[src/rtl/pfc_pkg.sv]
// Shared types and constants for the pixel frame controller.
// Holds the sequencer state encoding, Bayer pattern and filter codes,
// and the output-counter width with its saturating increment helper.
package pfc_pkg;

  typedef enum logic [1:0] {
    IDLE  = 2'd0,
    FEED  = 2'd1,
    DRAIN = 2'd2,
    DONE  = 2'd3
  } pfc_state_t;

  // Bayer sensor patterns
  localparam logic [1:0] RGGB = 2'b00;
  localparam logic [1:0] GRBG = 2'b01;
  localparam logic [1:0] GBRG = 2'b10;
  localparam logic [1:0] BGGR = 2'b11;

  // Pipeline filter types
  localparam logic [1:0] FILT_NONE = 2'b00;
  localparam logic [1:0] BLUR      = 2'b01;
  localparam logic [1:0] SHARPEN   = 2'b10;
  localparam logic [1:0] EDGE_DET  = 2'b11;

  localparam int OUT_CNT_W = 16;

  // Increment that sticks at all-ones instead of wrapping
  function automatic logic [OUT_CNT_W-1:0] sat_inc(input logic [OUT_CNT_W-1:0] v);
    return (&v) ? v : v + OUT_CNT_W'(1);
  endfunction

endpackage

[src/rtl/pfc_watchdog.sv]
// Purpose: DRAIN idle watchdog, a loadable down-counter.
// Latency: expired rises on the (TIMEOUT-1)th enabled cycle after a reload, so the
// Backpressure: none; reload has priority over enable and restarts the count.
module pfc_watchdog #(
  parameter int TIMEOUT = 256
) (
  input  logic clk,
  input  logic reset,
  input  logic en,
  input  logic reload,
  output logic expired
);

  localparam int CW = $clog2(TIMEOUT + 1);
  // Loading TIMEOUT-1 makes the sequencer reach DONE exactly TIMEOUT cycles
  // after the last reload event (last pipeline output or DRAIN entry).
  localparam logic [CW-1:0] LOAD = CW'(TIMEOUT - 1);

  logic [CW-1:0] cnt;

  // Count down on idle cycles, restart on reload
  always_ff @(posedge clk) begin
    if (reset || reload) begin
      cnt <= LOAD;
    end else if (en && (cnt != '0)) begin
      cnt <= cnt - CW'(1);
    end
  end

  assign expired = en && (cnt <= CW'(1));

endmodule

[src/rtl/pixel_frame_ctrl.sv]
// Purpose: frame sequencer, reads one raster frame from a frame buffer into pixel_pipeline and counts outputs.
// Latency: read issued in cycle c appears as pipe_pixel_valid/pipe_raw_pixel in cycle c+2.
// Backpressure: pause stalls reads (address holds); optional DRAIN watchdog under PFC_WATCHDOG_EN.
module pixel_frame_ctrl
  import pfc_pkg::*;
#(
  parameter int IMG_W         = 64,
  parameter int IMG_H         = 64,
  parameter int ADDR_W        = 12,
  parameter int EXP_OUT       = IMG_W * IMG_H,
  parameter int DRAIN_TIMEOUT = 256
) (
  input  logic                 clk,
  input  logic                 reset,
  input  logic                 start,
  input  logic [1:0]           cfg_pattern,
  input  logic [1:0]           cfg_filter,
  input  logic                 pause,
  output logic                 mem_rd_en,
  output logic [ADDR_W-1:0]    mem_rd_addr,
  input  logic [7:0]           mem_rd_data,
  output logic [7:0]           pipe_raw_pixel,
  output logic                 pipe_pixel_valid,
  output logic [1:0]           pipe_sensor_pattern,
  output logic [1:0]           pipe_filter_type,
  input  logic                 pipe_out_valid,
  output logic                 busy,
  output logic                 done,
  output logic                 timeout_err,
  output logic [OUT_CNT_W-1:0] out_count
);

  localparam int NPIX = IMG_W * IMG_H;
  localparam logic [ADDR_W-1:0] LAST_ADDR = ADDR_W'(NPIX - 1);

  pfc_state_t state, state_next;
  logic                 rd_d1, rd_d2;
  logic                 to_flag;
  logic                 counting;
  logic                 accept;
  logic                 frame_done;
  logic                 wd_expired;
  logic [OUT_CNT_W-1:0] cnt_next;

  assign accept   = (state == IDLE) && start;
  assign counting = (state == FEED) || (state == DRAIN);
  assign cnt_next = (counting && pipe_out_valid) ? sat_inc(out_count) : out_count;
  // Completion counts the output arriving this cycle, so it beats a same-cycle watchdog expiry
  assign frame_done = !rd_d1 && !rd_d2 && (int'(cnt_next) >= EXP_OUT);

`ifdef PFC_WATCHDOG_EN
  pfc_watchdog #(
    .TIMEOUT (DRAIN_TIMEOUT)
  ) u_watchdog (
    .clk     (clk),
    .reset   (reset),
    .en      ((state == DRAIN) && !pipe_out_valid),
    .reload  ((state != DRAIN) || pipe_out_valid),
    .expired (wd_expired)
  );
`else
  // No watchdog: DRAIN waits for the full output count indefinitely
  assign wd_expired = 1'b0 & (DRAIN_TIMEOUT != 0);
`endif

  // State register
  always_ff @(posedge clk) begin
    if (reset) begin
      state <= IDLE;
    end else begin
      state <= state_next;
    end
  end

  // Next-state decode
  always_comb begin
    state_next = state;
    case (state)
      IDLE:    if (start) state_next = FEED;
      FEED:    if (!pause && (mem_rd_addr == LAST_ADDR)) state_next = DRAIN;
      DRAIN:   if (frame_done || wd_expired) state_next = DONE;
      DONE:    state_next = IDLE;
      default: state_next = IDLE;
    endcase
  end

  // State-decoded outputs; the read strobe follows pause combinationally
  always_comb begin
    mem_rd_en   = 1'b0;
    busy        = 1'b0;
    done        = 1'b0;
    timeout_err = 1'b0;
    case (state)
      FEED: begin
        busy      = 1'b1;
        mem_rd_en = !pause;
      end
      DRAIN: busy = 1'b1;
      DONE: begin
        done        = 1'b1;
        timeout_err = to_flag;
      end
      default: ;
    endcase
  end

  // Two-stage read-strobe delay and pixel capture matching the buffer's one-cycle read latency
  always_ff @(posedge clk) begin
    if (reset) begin
      rd_d1          <= 1'b0;
      rd_d2          <= 1'b0;
      pipe_raw_pixel <= '0;
    end else begin
      rd_d1 <= mem_rd_en;
      rd_d2 <= rd_d1;
      if (rd_d1) pipe_raw_pixel <= mem_rd_data;
    end
  end

  assign pipe_pixel_valid = rd_d2;

  // Frame context: address, configuration latch, output count and timeout flag
  always_ff @(posedge clk) begin
    if (reset) begin
      mem_rd_addr         <= '0;
      pipe_sensor_pattern <= '0;
      pipe_filter_type    <= '0;
      out_count           <= '0;
      to_flag             <= 1'b0;
    end else if (accept) begin
      mem_rd_addr         <= '0;
      pipe_sensor_pattern <= cfg_pattern;
      pipe_filter_type    <= cfg_filter;
      out_count           <= '0;
      to_flag             <= 1'b0;
    end else begin
      if (mem_rd_en) mem_rd_addr <= mem_rd_addr + ADDR_W'(1);
      out_count <= cnt_next;
      if ((state == DRAIN) && !frame_done && wd_expired) to_flag <= 1'b1;
    end
  end

endmodule

[config.mk]
export PLATFORM = sky130hd
export DESIGN_NAME = pixel_frame_ctrl
export DESIGN_NICKNAME = d
export VERILOG_FILES = /design/src/rtl/pfc_pkg.sv /design/src/rtl/pfc_watchdog.sv /design/src/rtl/pixel_frame_ctrl.sv
export SDC_FILE = /design/constraint.sdc
export NUM_CORES = 1
export LEC_CHECK = 0
export CORE_MARGIN = 2
export CORE_UTILIZATION = 48
export CTS_BUF_LIST = sky130_fd_sc_hd__clkbuf_8
export DETAILED_ROUTE_END_ITERATION = 16
export HOLD_SLACK_MARGIN = 0.1
export PLACE_DENSITY = 0.85
export SLEW_MARGIN = 20
export SYNTH_ARGS = -nofsm -noshare
export SYNTH_HDL_FRONTEND = slang
export SYNTH_SLANG_ARGS = --single-unit
[constraint.sdc]
create_clock -name clk -period 2.65 [get_ports clk]
set_input_delay 0.795 -clock clk [delete_from_list [all_inputs] [get_ports clk]]
set_output_delay 0.795 -clock clk [all_outputs]
set_load 0.02 [all_outputs]
=== Yosys cells after proc, flatten, opt, wreduce, memory -nomap -nowiden ===
Index checks and enable logic that the tools add are counted.

* Bits in registers: 44
* Logic and storage cells: 41
* Input port bits: 17

* Order comparisons: 1
* Reduce and logical (&&, ||, !) cells: 14
* Eq/ne operators: 7
* Add/subtract/negate cells: 2
* Multiplexer cells: 9

{| class="wikitable"
|+ Operators with widths
! operator !! number
|-
| $mux W16 || 2
|-
| $add A16 B1 Y16 const B || 1
|-
| $ge A16 B13 Y1 const B || 1
|-
| $reduce_and A16 Y1 || 1
|-
| $add A12 B1 Y12 const B || 1
|-
| $eq A12 B12 Y1 const B || 1
|-
| $pmux W2 S4 || 1
|-
| $mux W2 || 3
|-
| $logic_and A1 B1 Y1 || 5
|-
| $eq A2 B2 Y1 const B || 2
|-
| $ne A2 B2 Y1 const B || 2
|-
| $reduce_or A2 Y1 || 2
|-
| $logic_not A1 Y1 || 3
|-
| $mux W1 || 3
|-
| $reduce_and A3 Y1 || 1
|-
| $eq A2 B1 Y1 const B || 1
|-
| $logic_not A2 Y1 || 1
|-
| $ne A2 B1 Y1 const B || 1
|-
| $logic_or A1 B1 Y1 || 1
|}

=== Depth between registers and ports, before layout ===
* Depth after elaboration: 8
* Gate-level depth with buffers: 9
* Gate-level depth less buffers: 8

=== Least setup slack after synthesis ===
Ideal clock, no wire load.

* Path type: register -> register
* From: register state[0]
* To: register state[0]
* Stages on the path, launching flop included: 9
* Setup time: 0.115 ns
* Data arrival time: 2.085 ns
* Clock period less this slack: 2.200 ns
* Buffers on the path: 0
* Data required time: 2.535 ns
* Path slack: 0.450 ns
* Path through: dfxtp_1 inv_1 ha_1 nand4_1 nor4_4 and3_1 xnor2_1 a41oi_2 o21a_1

* Cells in the longest elaborated chain, start to end: 8

{| class="wikitable"
|+ Ends and longest elaborated chain
! element !! RTL line !! text
|-
| from (decl) || pixel_frame_ctrl.sv:36 || <nowiki>pfc_state_t state, state_next;</nowiki>
|-
| from (signal assigned) || pixel_frame_ctrl.sv:71 || <nowiki>state <= state_next;</nowiki>
|-
| $eq A2 B1 Y1 or $eq A2 B2 Y1 (tied branches) || pixel_frame_ctrl.sv:46, pixel_frame_ctrl.sv:78 ||
|-
| $logic_or A1 B1 Y1 || pixel_frame_ctrl.sv:46 || <nowiki>assign counting = (state == FEED) || (state == DRAIN);</nowiki>
|-
| $logic_and A1 B1 Y1 || pixel_frame_ctrl.sv:47 || <nowiki>assign cnt_next = (counting && pipe_out_valid) ? sat_inc(out_count) : out_count;</nowiki>
|-
| $mux W16 || pixel_frame_ctrl.sv:47 ||
|-
| $ge A16 B13 Y1 || pixel_frame_ctrl.sv:49 || <nowiki>assign frame_done = !rd_d1 && !rd_d2 && (int'(cnt_next) >= EXP_OUT);</nowiki>
|-
| $logic_and A1 B1 Y1 || pixel_frame_ctrl.sv:49 ||
|-
| $ne A2 B2 Y1 (no line) || -- ||
|-
| $reduce_and A3 Y1 (no line) || -- ||
|}

Parallel ways exist; a longest one is shown, timed or not.
A chain may end at the register's enable or synchronous reset.

=== Final worst setup path ===
* From: input port pause
* To: output port mem_rd_en

* Cells in the longest elaborated chain, start to end: 2

{| class="wikitable"
|+ Ends and longest elaborated chain
! element !! RTL line !! text
|-
| from (decl) || pixel_frame_ctrl.sv:18 || <nowiki>input logic pause,</nowiki>
|-
| $logic_not A1 Y1 || pixel_frame_ctrl.sv:96 || <nowiki>mem_rd_en = !pause;</nowiki>
|-
| $mux W1 || pixel_frame_ctrl.sv:93 || <nowiki>case (state)</nowiki>
|-
| to (decl) || pixel_frame_ctrl.sv:19 || <nowiki>output logic mem_rd_en,</nowiki>
|}

No other way between the ends.

==> key figures <==
Outcome
  – Status: completed

STA
  – Worst slew pin tran: 514 ps
  – Worst slew margin relative to its limit: 0.657
  – Final Max Tran Viols: 0
  – Clock skew: about 5.4 ps
  – Fin crit period: roughly 2500 ps
  – Worst setup margin: roughly 110 ps
  – RSZ-0062 raised after global routing: no
  – Setup-failing EPs final: 0
  – Fmax achieved: between 300 and 400 MHz
  – Hold Fails Final Rpt: 0
  – Final Cycle Share: 0.957

Die
  – Row cnt: 23
  – I/O pin cnt: 62
  – Core ar.: 4030 µm²
  – Die Ht: between 60 and 70 µm
  – Initial core utilization: 0.502
  – Die area: ~4800 µm²
  – Die Wd: about 69 µm

Layout
  – Final Instance Area: 2790 µm²
  – Area grow syn2layout: 38.0%
  – NumNets Final: roughly 310
  – Finished Layout Cells: 337
  – Fillers: between 300 and 400
  – Most common cell after layout, fill and taps aside: clkdlybuf4s50_1
  – N_diodes: 0
  – Layout cells sized above 1: 0.0662
  – Most frequent cells in the layout: clkdlybuf4s50_1, dfxtp_1, nor2_1, mux2i_1, nand2_1

Routing
  – Total wire length: 4.15 mm
  – DR DRC count: 0
  – Vias: ~1,700
  – Via density: 5.17
  – DR iter-0 viols: roughly 100
  – Antenna viol nets, final: 0
  – WL/cell: 12.3 µm
  – Drt first pass iters: 5

Place
  – Place WS: -167 ps
  – Buffers on Ports: 60
  – Cell area after placement: 2690 µm²
  – Final HPWL DP: around 3.0 mm
  – RePlAce Congestion: roughly 0.80
  – Placed cells: approximately 330

Synthesis
  – Simple logic cell fraction of the synthesized area: 0.271
  – Largest family of logic cells by synthesized area: simple AND/OR/NAND/NOR gates
  – Synth Instances: 224
  – Yosys cell types: 35
  – Yosys reg bits: 44
  – Area leader, netlist: dfxtp_1
  – Area contributors post-synth: dfxtp_1, nor2_1, mux2i_1, xnor2_1, ha_1
  – Synthesized net count: between 200 and 250
  – FFs w/ async S/R, synth: 0
  – Compound-Gate Fraction of Synth Area: 0.0655
  – Syn avg cell area: ~9.0 µm²
  – Seq/Total Area, Yosys: 0.435
  – YS warnings: 0
  – Post-synth EDFFs: 0
  – Mapped Area: between 2000 and 2500 µm²
  – Main synth FF type: dfxtp_1
  – Post-synthesis mux area share: 0.0643
  – Post-synth top area share: 0.435
  – Adder-cell area share of the yosys netlist: 0.0433
  – Synth Area in XOR/XNOR: 0.0865

Critical path
  – Crit path DAT: 1740 ps
  – Critical Path, Cell by Cell: clkdlybuf4s50_1 -> nor2b_1 -> dlygate4sd2_1
  – CP max-delay cell: clkdlybuf4s50_1
  – CP Launch Type: primary input
  – R2r startpoint: state[0]
  – Depth of the most critical reg-to-reg path: 9
  – Worst Path Max Fanout: 2
  – RR Endpoint: state[1]
  – Worst EP required: approximately 1900 ps
  – Setup crit end kind: output port
  – CP Class: primary input to output port
  – Reg2reg setup slack: ~450 ps
  – CP peak stage delay: about 420 ps

Clocking
  – CTS H-tree depth: 2
  – CTS buffer count: 5
  – Post-CTS setup repair buffer count: 0
  – Post-CTS Hold Buffers: 0
  – CTS tree: yes
  – Clk sink count: 44
  – Clk_lat worst skew: just under 300 ps
  – CTS root buffer: clkbuf_8
  – Clk slew on worst S/H paths: around 80 ps
  – Longest Clk Path Bufs: 2

Global routing
  – Remaining Overflow, GRT: 0
  – GR Util All Layers: 0.187
  – First-pass GRT wire length: around 6.7 mm
  – Initial antenna violation count: 0
  – Vias in the first global route: 1,545
  – Pin count of the biggest net entering global routing: 29

Pwr
  – Pwr/cell area: 627 nW/µm²
  – Combinational share of power: 0.293
  – Int Power: 1200 µW
  – Clock power frac: 0.276
  – Sw frac: 0.312
  – Sw Pwr: ~550 µW
  – Lkg Pwr: roughly 0.001 µW
  – VDD IR-drop max: ~0.43 mV
  – Share of power burned in registers: 0.431

Flow run
  – Max-cap viol count: 0

Hold path
  – Endpoint, Worst Hold: pipe_sensor_pattern[0]
  – HP Class: flip-flop to flip-flop
  – Hold_sp: pipe_sensor_pattern[0]
  – Hold Path Depth: 2
[per-stage QoR]
stage / hold WS, ps / total power [µW] / setup TNS [ps] / util
final: 457 / 1750 / 0 / 0.693
after global routing: 489 / 1850 / 0 / 0.693
after CTS: 461 / 1780 / 0 / 0.693
after detailed placement: 450 / 1290 / -196 / 0.669
after global placement: 443 / 1280 / -115 / 0.669
after floorplan: 482 / 1100 / 0 / -
[flip-flops by register name, summed over array words and instances (netlist names)]
| register | cells |
|---|---|
| mem_rd_addr | 12 |
| rd_d1 | 1 |
| pipe_filter_type | 2 |
| pipe_pixel_valid | 1 |
| state | 2 |
| pipe_raw_pixel | 8 |
| pipe_sensor_pattern | 2 |
| out_count | 16 |
[per-layer routing]
metal,part of all wire,vias up,GRT usage
met5,0,-,0
met4,0.0048,0,0.0613
met3,0.074,2,0.0666
met2,0.46,55,0.306
met1,0.46,795,0.228
li1,-,889,-
[cell usage after synthesis (all sizes together) (3+ instances only)]
library cell / number
nand3: 14
a21oi: 9
nand4: 9
or3: 4
mux2i: 13
clkbuf: 6
nor2b: 3
nor4: 5
buf: 3
nor3: 7
ha: 7
nor2: 39
xnor2: 12
nand2: 13
dfxtp: 44
xor2: 8
nand2b: 4
inv: 7
o21ai: 5
[area by class of cell]
class | count | area (µm²) | share of cell area
clock inverters | 1 | 30.0 | 0.0107
inverters | 7 | 26.3 | 0.00940
clock buffers | 5 | 68.8 | 0.0246
well taps | 50 | 62.6 | 0.0224
repair buffers | 66 | 647 | 0.232
flip-flops and latches | 44 | 881 | 0.315
multi-input cells | 164 | 1080 | 0.386
[how the worst max path moves through the flow]
stage          startpoint        end  slack [ps]
6_report            pause  mem_rd_en         110
5_1_grt             pause  mem_rd_en          90
2_1_floorplan    state[0]   state[0]         450
3_3_place_gp        pause  mem_rd_en        -120
3_5_place_dp        pause  mem_rd_en        -170
4_1_cts          state[0]       busy          40
[timing repair]
item / in CTS / in global routing
endpoints found under the setup margin: 1 / 1
resized for setup: 1 / 1
hold endpoints to repair: 0 / 0
[worst max-delay path, delay by kind of cell]
family | cells | cell delay [ps]
buffers and inverters | 2 | 770
and+or+nand+nor | 1 | 170
[power by group through the flow]
stage | combinational [µW] | sequential (µW) | clock, µW
5_1_grt | 565 | 764 | 523
4_1_cts | 521 | 756 | 500
6_report | 513 | 755 | 483
3_5_place_dp | 519 | 770 | 0
2_1_floorplan | 309 | 792 | 0
3_3_place_gp | 512 | 769 | 0
[cell families (layout without fill, tap and decap cells)]
kind of cell / Yosys count / count (layout)
compound gates: 21 / 21
xor+xnor: 20 / 20
fa+ha+maj: 7 / 7
buf+inv: 16 / 79
flops: 44 / 44
mux: 13 / 13
other cells: 1 / 1
simple gates: 102 / 102
No activity file was read; power rests on OpenSTA's default activity.
